## config.mk

```make
export PLATFORM = sky130hd
export DESIGN_NAME = seq_multiplier
export DESIGN_NICKNAME = d
export VERILOG_FILES = /design/src/rtl/mult_pkg.sv /design/src/rtl/ripple_adder.sv /design/src/rtl/seq_multiplier.sv
export SDC_FILE = /design/constraint.sdc
export NUM_CORES = 1
export LEC_CHECK = 0
export CORE_MARGIN = 2
export CORE_UTILIZATION = 34
export DETAILED_ROUTE_END_ITERATION = 10
export PLACE_DENSITY = 0.54
export SETUP_SLACK_MARGIN = 0.02
export SLEW_MARGIN = 20
export SYNTH_ARGS = -nofsm -noshare
export SYNTH_HDL_FRONTEND = slang
export SYNTH_SLANG_ARGS = --single-unit
```

## constraint.sdc

```tcl
create_clock -name clk -period 6.75 [get_ports clk]
set_input_delay 1.0125 -clock clk [delete_from_list [all_inputs] [get_ports clk]]
set_output_delay 1.0125 -clock clk [all_outputs]
set_load 0.02 [all_outputs]
```

## src/rtl/mult_pkg.sv

```systemverilog
// Shared definitions for the sequential shift-and-add multiplier.
package mult_pkg;

    typedef enum logic [1:0] {
        IDLE = 2'd0,
        RUN  = 2'd1,
        FIX  = 2'd2
    } state_e;

    // Counter width for an iteration count of w; never narrower than one bit.
    function automatic int clog2(input int w);
        return (w > 1) ? $clog2(w) : 1;
    endfunction

endpackage

```

## src/rtl/ripple_adder.sv

```systemverilog
// WIDTH-bit ripple-carry adder built from a generated full-adder chain.
module ripple_adder #(
    parameter int WIDTH = 8
) (
    input  logic [WIDTH-1:0] a_i,
    input  logic [WIDTH-1:0] b_i,
    input  logic             cin_i,
    output logic [WIDTH-1:0] sum_o,
    output logic             cout_o
);

    logic [WIDTH:0] carry;

    assign carry[0] = cin_i;

    for (genvar i = 0; i < WIDTH; i++) begin : g_fa
        assign sum_o[i]   = a_i[i] ^ b_i[i] ^ carry[i];
        assign carry[i+1] = (a_i[i] & b_i[i]) | (carry[i] & (a_i[i] ^ b_i[i]));
    end

    assign cout_o = carry[WIDTH];

endmodule

```

## src/rtl/seq_multiplier.sv

```systemverilog
// Sequential shift-and-add multiplier: magnitudes multiplied over WIDTH
// cycles, sign applied in a final FIX cycle.
module seq_multiplier
    import mult_pkg::*;
#(
    parameter int WIDTH = 8
) (
    input  logic               clk,
    input  logic               rst_n,
    input  logic               start,
    input  logic               signed_mode,
    input  logic [WIDTH-1:0]   a,
    input  logic [WIDTH-1:0]   b,
    output logic               busy,
    output logic               done,
    output logic [2*WIDTH-1:0] product
);

    localparam int                 CW       = clog2(WIDTH);
    localparam logic [CW-1:0]      CNT_LAST = CW'(WIDTH - 1);
    localparam logic [CW-1:0]      CNT_ONE  = CW'(1);
    localparam logic [WIDTH-1:0]   ONE_W    = WIDTH'(1);
    localparam logic [2*WIDTH-1:0] ONE_2W   = (2*WIDTH)'(1);

    state_e               state_q, state_d;
    logic [CW-1:0]        cnt_q, cnt_d;
    logic [WIDTH-1:0]     acc_q, acc_d;
    logic [WIDTH-1:0]     mplier_q, mplier_d;
    logic [WIDTH-1:0]     mcand_q, mcand_d;
    logic                 neg_q, neg_d;
    logic                 done_q, done_d;
    logic [2*WIDTH-1:0]   product_q, product_d;

    logic [WIDTH-1:0]     add_b, add_sum;
    logic                 add_co;
    logic [2*WIDTH-1:0]   full;

    assign add_b = mplier_q[0] ? mcand_q : '0;
    assign full  = {acc_q, mplier_q};

    ripple_adder #(.WIDTH(WIDTH)) u_add (
        .a_i    (acc_q),
        .b_i    (add_b),
        .cin_i  (1'b0),
        .sum_o  (add_sum),
        .cout_o (add_co)
    );

    always_comb begin
        state_d   = state_q;
        cnt_d     = cnt_q;
        acc_d     = acc_q;
        mplier_d  = mplier_q;
        mcand_d   = mcand_q;
        neg_d     = neg_q;
        product_d = product_q;
        done_d    = 1'b0;
        case (state_q)
            IDLE: begin
                if (start) begin
                    // Most-negative operand negates to itself, which is its correct unsigned magnitude.
                    mcand_d  = (signed_mode & a[WIDTH-1]) ? (~a + ONE_W) : a;
                    mplier_d = (signed_mode & b[WIDTH-1]) ? (~b + ONE_W) : b;
                    neg_d    = signed_mode & (a[WIDTH-1] ^ b[WIDTH-1]);
                    acc_d    = '0;
                    cnt_d    = '0;
                    state_d  = RUN;
                end
            end
            RUN: begin
                acc_d    = {add_co, add_sum[WIDTH-1:1]};
                mplier_d = {add_sum[0], mplier_q[WIDTH-1:1]};
                cnt_d    = cnt_q + CNT_ONE;
                if (cnt_q == CNT_LAST) state_d = FIX;
            end
            FIX: begin
                product_d = neg_q ? (~full + ONE_2W) : full;
                done_d    = 1'b1;
                state_d   = IDLE;
            end
            default: state_d = IDLE;
        endcase
    end

    always_ff @(posedge clk or negedge rst_n) begin
        if (!rst_n) begin
            state_q   <= IDLE;
            cnt_q     <= '0;
            acc_q     <= '0;
            mplier_q  <= '0;
            mcand_q   <= '0;
            neg_q     <= 1'b0;
            done_q    <= 1'b0;
            product_q <= '0;
        end else begin
            state_q   <= state_d;
            cnt_q     <= cnt_d;
            acc_q     <= acc_d;
            mplier_q  <= mplier_d;
            mcand_q   <= mcand_d;
            neg_q     <= neg_d;
            done_q    <= done_d;
            product_q <= product_d;
        end
    end

    assign busy    = (state_q != IDLE);
    assign done    = done_q;
    assign product = product_q;

endmodule

```

==> impl_metrics.ini, run 1 <==
[die]
dieArea_mm2 = 0.00838
fp.dieW_um = 91.5
ios = 38
chipHeight_um = 91.5
fp-row-count = 31
start_util = 0.355
core_area_mm2 = 0.00733

[logic_synthesis]
avgSynthCellArea_um2 = 9.34
syn-num-nets = 312
synth-main-ff-cell = dfrtp_1
ys_ff_latch = 47
yosys_warnings = 0
ys_seq_area_frac = 0.451
ys_types = 37
synth-edff-count = 0
syn_inst = 279
async_flop_share = 1.00
synthesis.area_mm2 = 0.00260

[sta]
fmax_ghz = 0.266
layout_setup_ws_ps = 2990
worst_hold_slack_ps = 483
hold_viol = 0
finClkSkew_ps = 10.7
worst_pin_slew_ps = 1090
period_minus_slack_ps = 3760
slew_headroom = 0.273
finalSetupViolCount = 0
slew_violations = 0
period_share = 0.557
rsz0062_at_grt = no
setup-tns-final_ps = 0

[final_layout]
nets = 342
syn_to_final_growth_pct = 20.1
n_antenna_cell = 0
design_area_mm2 = 0.00313
fill_cells = 741
drive_above_1_share = 0.0516
final_common_cell = nand2_1
mostFrequentLayoutCells = nand2_1, dfrtp_1, o21ai_0, clkdlybuf4s50_1, inv_1

[global_routing]
grt.overflow.total = 0
grt_pass1_wl_mm = 9.42
antenna_found_initial = 0
track_usage = 0.140
grt_pass1_vias = 1900
grt_start_max_net_pins = 48

[clock_network]
tritoncts = done
hold_buffers = 0
clockBufferDepth = 2
clk_pin_slew_ps = 90
postCtsSetupBuffers = 0
cts_root_buffer = clkbuf_8
htree_levels = 2
cts_made_buffers = 5
cts_sinks = 47
worstSkewPairLatency_ps = 300
ctsResizeCount = 0

[place]
pre_cts_slack_ps = 3000
gp_congestion = 0.752
port-buffer-count = 37
dpl_cell_area_mm2 = 0.00304
hpwl_mm = 3.95

[worst_setup_path]
crit_fanout = 11
path_delay_family = adder cells
start_kind = flop
crit_top_cell = fa_1
cpPeakStageDelay_ps = 550
crit_chain = and2_1, ha_1, inv_1, fa_1, fa_1, fa_1, fa_1, fa_1, inv_1, fa_1, fa_1, nand2_1, o21ai_0
cp_slowest_cell = dfrtp_1
worstPathRequired_ps = 6920
worst_setup_path_end_kind = flop
path_class = reg -> reg
worstPathArrival_ps = 3930
path_buf_inv = 2

[detailed_routing]
routedWlPerCell_um = 12.9
wl_mm = 5.29
route.detailed.drc = 0
num_vias = 1964
firstDrtPassIters = 4
vias_per_cell = 4.80
drtIter0Drc = 59
postRouteAntennaNets = 0

[flow_run]
cap_violations = 0

[pwr]
leakagePower_nw = 1.31
peakVddDrop_mv = 0.173
p_per_area_mw_per_mm2 = 411

[worst_hold_path]
min_path_type = reg -> reg

[status]
status = finished clean
-- sequential cells by signal, summed over array words and instances, names as in the netlist --
register and cells:
cnt_q 3, mcand_q 8, product 16, neg_q 1, done 1, acc_q 8
state_q 2, mplier_q 8
-- worst paths after layout --
| path | startpoint | endpoint | slack (ps) | cells past startpoint |
|---|---|---|---|---|
| max in group asynchronous | rst_n | mplier_q[1] | 5630 | 1 |
| hold / removal | mcand_q[0] | mcand_q[0] | 480 | 2 |
| setup reg to reg | mplier_q[0] | acc_q[6] | 2990 | 13 |
| hold reg to reg | mcand_q[0] | mcand_q[0] | 480 | 2 |
| setup / recovery | mplier_q[0] | acc_q[6] | 2990 | 13 |
| min in group asynchronous | rst_n | mplier_q[2] | 700 | 1 |
-- kinds of logic after synthesis --
logic type | after synthesis | synth area share
AO/OA/AOI/OAI | 69 | 0.162
XOR/XNOR | 24 | 0.0807
adder cells (fa/ha/maj) | 13 | 0.0826
buffers and inverters | 29 | 0.0418
flip-flops | 47 | 0.451
multiplexers | 3 | 0.0115
AND/OR/NAND/NOR | 94 | 0.170
-- metal layers --
layer | share of wire | vias to the layer above | GRT usage
met1 | 0.51 | 916 | 0.200
li1 | - | 1000 | -
met4 | 0.012 | 0 | 0.0341
met3 | 0.045 | 6 | 0.0315
met5 | 0 | - | 0
met2 | 0.44 | 42 | 0.214
-- stage by stage --
stage                     utilization  cells  power [W]
after floorplan                     -    279   0.000924
after global placement          0.415    401    0.00112
after detailed placement        0.415    401    0.00114
after CTS                       0.426    409    0.00130
after global routing            0.427    409    0.00141
final                           0.427    409    0.00128
-- where the power goes --
group | switching (W) | total (W) | internal [W]
clock network | 0.0000930 | 0.000166 | 0.0000729
logic | 0.000326 | 0.000590 | 0.000264
registers | 0.000125 | 0.000529 | 0.000404
total | 0.000544 | 0.00128 | 0.000740
-- layout make-up --
class                   count  area, um^2  area share
well taps                  99         124      0.0396
inverters                  15        56.3      0.0180
clock buffers               7        76.3      0.0244
repair buffers             37         368       0.118
clock inverters             1        5.00     0.00160
flip-flops and latches     47        1180       0.376
multi-input cells         203        1320       0.423
-- synth_stat cells (2+ instances only) --
library cell	number	area, um^2
o31ai_1	3	22.5
nor2b_1	2	12.5
ha_1	6	75.1
fa_1	7	140
and2_1	5	31.3
o21ai_1	10	50.1
a31oi_1	2	12.5
clkbuf_1	12	45.0
or3_1	2	12.5
o21ai_0	36	180
nor3_1	4	20.0
nand2b_1	3	18.8
o41ai_2	2	32.5
dfrtp_1	47	1180
nand3b_1	2	15.0
inv_1	15	56.3
mux2i_1	3	30.0
nand2_2	2	12.5
buf_1	2	7.51
nand2_1	51	191
xor2_1	11	96.3
xnor2_1	13	114
a21oi_1	3	15.0
nor2_1	10	37.5
a22oi_1	6	45.0
nand3_1	9	45.0
-- worst register-to-register path: cells and delay by family (launching register included) --
kind	cells	cell delay (ps)
and+or+nand+nor	2	250
adders and majority gates	8	2630
DFF	1	550
buffers and inverters	2	120
AOI/OAI and AO/OA	1	80
Power figures use the tool's default switching activity.
==> run 2, diff against run 1 <==
--- a/config.mk
+++ b/config.mk
@@ -8,7 +8,7 @@
 export CORE_MARGIN = 2
 export CORE_UTILIZATION = 34
 export DETAILED_ROUTE_END_ITERATION = 10
-export PLACE_DENSITY = 0.54
+export PLACE_DENSITY = 0.56
 export SETUP_SLACK_MARGIN = 0.02
 export SLEW_MARGIN = 20
 export SYNTH_ARGS = -nofsm -noshare
==> constraint.sdc (replaced) <==
create_clock -name clk -period 3.3 [get_ports clk]
set_input_delay 0.495 -clock clk [delete_from_list [all_inputs] [get_ports clk]]
set_output_delay 0.495 -clock clk [all_outputs]
set_load 0.02 [all_outputs]
==> impl_metrics.ini, run 2 (synthesized netlist as in run 1, its figures left out) <==
[pwr]
p_sw_w = 0.00111
seqPwrFrac = 0.392
switching_share = 0.411
power_w = 0.00271
leakagePower_nw = 1.34
p_comb_frac = 0.468
p_per_area_mw_per_mm2 = 847
p_int_w = 0.00159
peakVddDrop_mv = 0.245
p_clk_frac = 0.140

[global_routing]
antenna_found_initial = 0
grt_pass1_vias = 1926
track_usage = 0.137
grt.overflow.total = 0
grt_start_max_net_pins = 48
grt_pass1_wl_mm = 9.24

[detailed_routing]
firstDrtPassIters = 4
postRouteAntennaNets = 0
drtIter0Drc = 57
num_vias = 1969
vias_per_cell = 4.77
routedWlPerCell_um = 12.6
route.detailed.drc = 0
wl_mm = 5.22

[final_layout]
largest_reg_flops = 16
n_antenna_cell = 0
design_area_mm2 = 0.00319
nets = 346
finish.utilization = 0.436
final_common_cell = nand2_1
syn_to_final_growth_pct = 22.6
drive_above_1_share = 0.0924
mostFrequentLayoutCells = nand2_1, dfrtp_1, clkdlybuf4s50_1, o21ai_0, inv_1

[sta]
slew_violations = 0
worst_hold_slack_ps = 188
period_minus_slack_ps = 3270
rsz0062_at_grt = yes
period_share = 0.991
finalSetupViolCount = 0
slew_headroom = 0.400
fmax_ghz = 0.306
hold_viol = 0
setup-tns-final_ps = 0
worst_pin_slew_ps = 897
finClkSkew_ps = 6.66

[clock_network]
clockBufferDepth = 2
worstSkewPairLatency_ps = 300
cts_made_buffers = 5
hold_buffers = 0
cts_sinks = 47
cts_root_buffer = clkbuf_8
clk_pin_slew_ps = 80
htree_levels = 2
tritoncts = done

[place]
gp_congestion = 0.762
port-buffer-count = 37
hpwl_mm = 3.87
dpl_cell_area_mm2 = 0.00308

[flow_run]
cap_violations = 0

[die]
ios = 38
fp.dieW_um = 91.5
core_area_mm2 = 0.00733
fp-row-count = 31
dieArea_mm2 = 0.00838
start_util = 0.355
chipHeight_um = 91.5

[worst_setup_path]
worstPathArrival_ps = 3440
path_class = reg -> reg
crit_fanout = 2
start_kind = flop
worstPathRequired_ps = 3470
worst_setup_path_end_kind = flop

[status]
status = finished clean

[worst_hold_path]
min_path_type = in -> async
run 2: worst paths after layout:
path	slack, ps	to	startpoint	cells after the start
worst min-delay path	190	product[5]	rst_n	1
worst max register to register	30	acc_q[6]	mcand_q[0]	13
worst min register to register	480	mcand_q[7]	mcand_q[7]	2
min in group clk	480	mcand_q[7]	mcand_q[7]	2
max in group asynchronous	2700	state_q[1]	rst_n	1
worst max-delay path	30	acc_q[6]	mcand_q[0]	13
run 2: area by class of cell:
| cell class | count | area, um^2 |
|---|---|---|
| fillers | 742 | 4140 |
| multi-input cells | 203 | 1340 |
| flip-flops and latches | 47 | 1180 |
| repair buffers | 41 | 398 |
| well taps | 99 | 124 |
| clock buffers | 8 | 100 |
| inverters | 15 | 56.3 |
run 2: through the flow:
step                setup slack, ps  instances
floorplan                     -67.9        279
global placement               14.5        405
detailed placement            -48.1        405
CTS                           -57.6        413
global route                  -92.9        413
finish                         30.0        413
run 2: power by group through the flow:
| stage | logic (W) | clock network (W) | registers [W] |
|---|---|---|---|
| 3_5_place_dp | 0.00128 | 0 | 0.00107 |
| 3_3_place_gp | 0.00126 | 0 | 0.00106 |
| 6_report | 0.00127 | 0.000379 | 0.00106 |
| 2_1_floorplan | 0.000806 | 0 | 0.00110 |
| 4_1_cts | 0.00129 | 0.000392 | 0.00106 |
| 5_1_grt | 0.00145 | 0.000411 | 0.00110 |
run 2: what timing repair did:
action                     CTS  global route
setup endpoints to repair    1             2
gates cloned                 0             0
setup buffers                0             0
gates resized for setup      3             2
pin swaps                    3             2
run 2: metal layers:
layer	wire length [um]	vias to the layer above	global-route usage
met3	174	5	0.0299
met4	56	0	0.0341
met1	2640	915	0.191
met2	2340	35	0.214
li1	-	1014	-
met5	0	-	0
run 2: critical path, cell delays in order, from the launching register on:
cell and delay (ps):
dfrtp_1 360, and2_4 140, ha_1 130, inv_1 50
fa_2 330, fa_2 350, fa_2 350, fa_2 350
fa_2 340, inv_2 60, fa_2 180, fa_1 410
nand2_1 60, o21ai_1 60
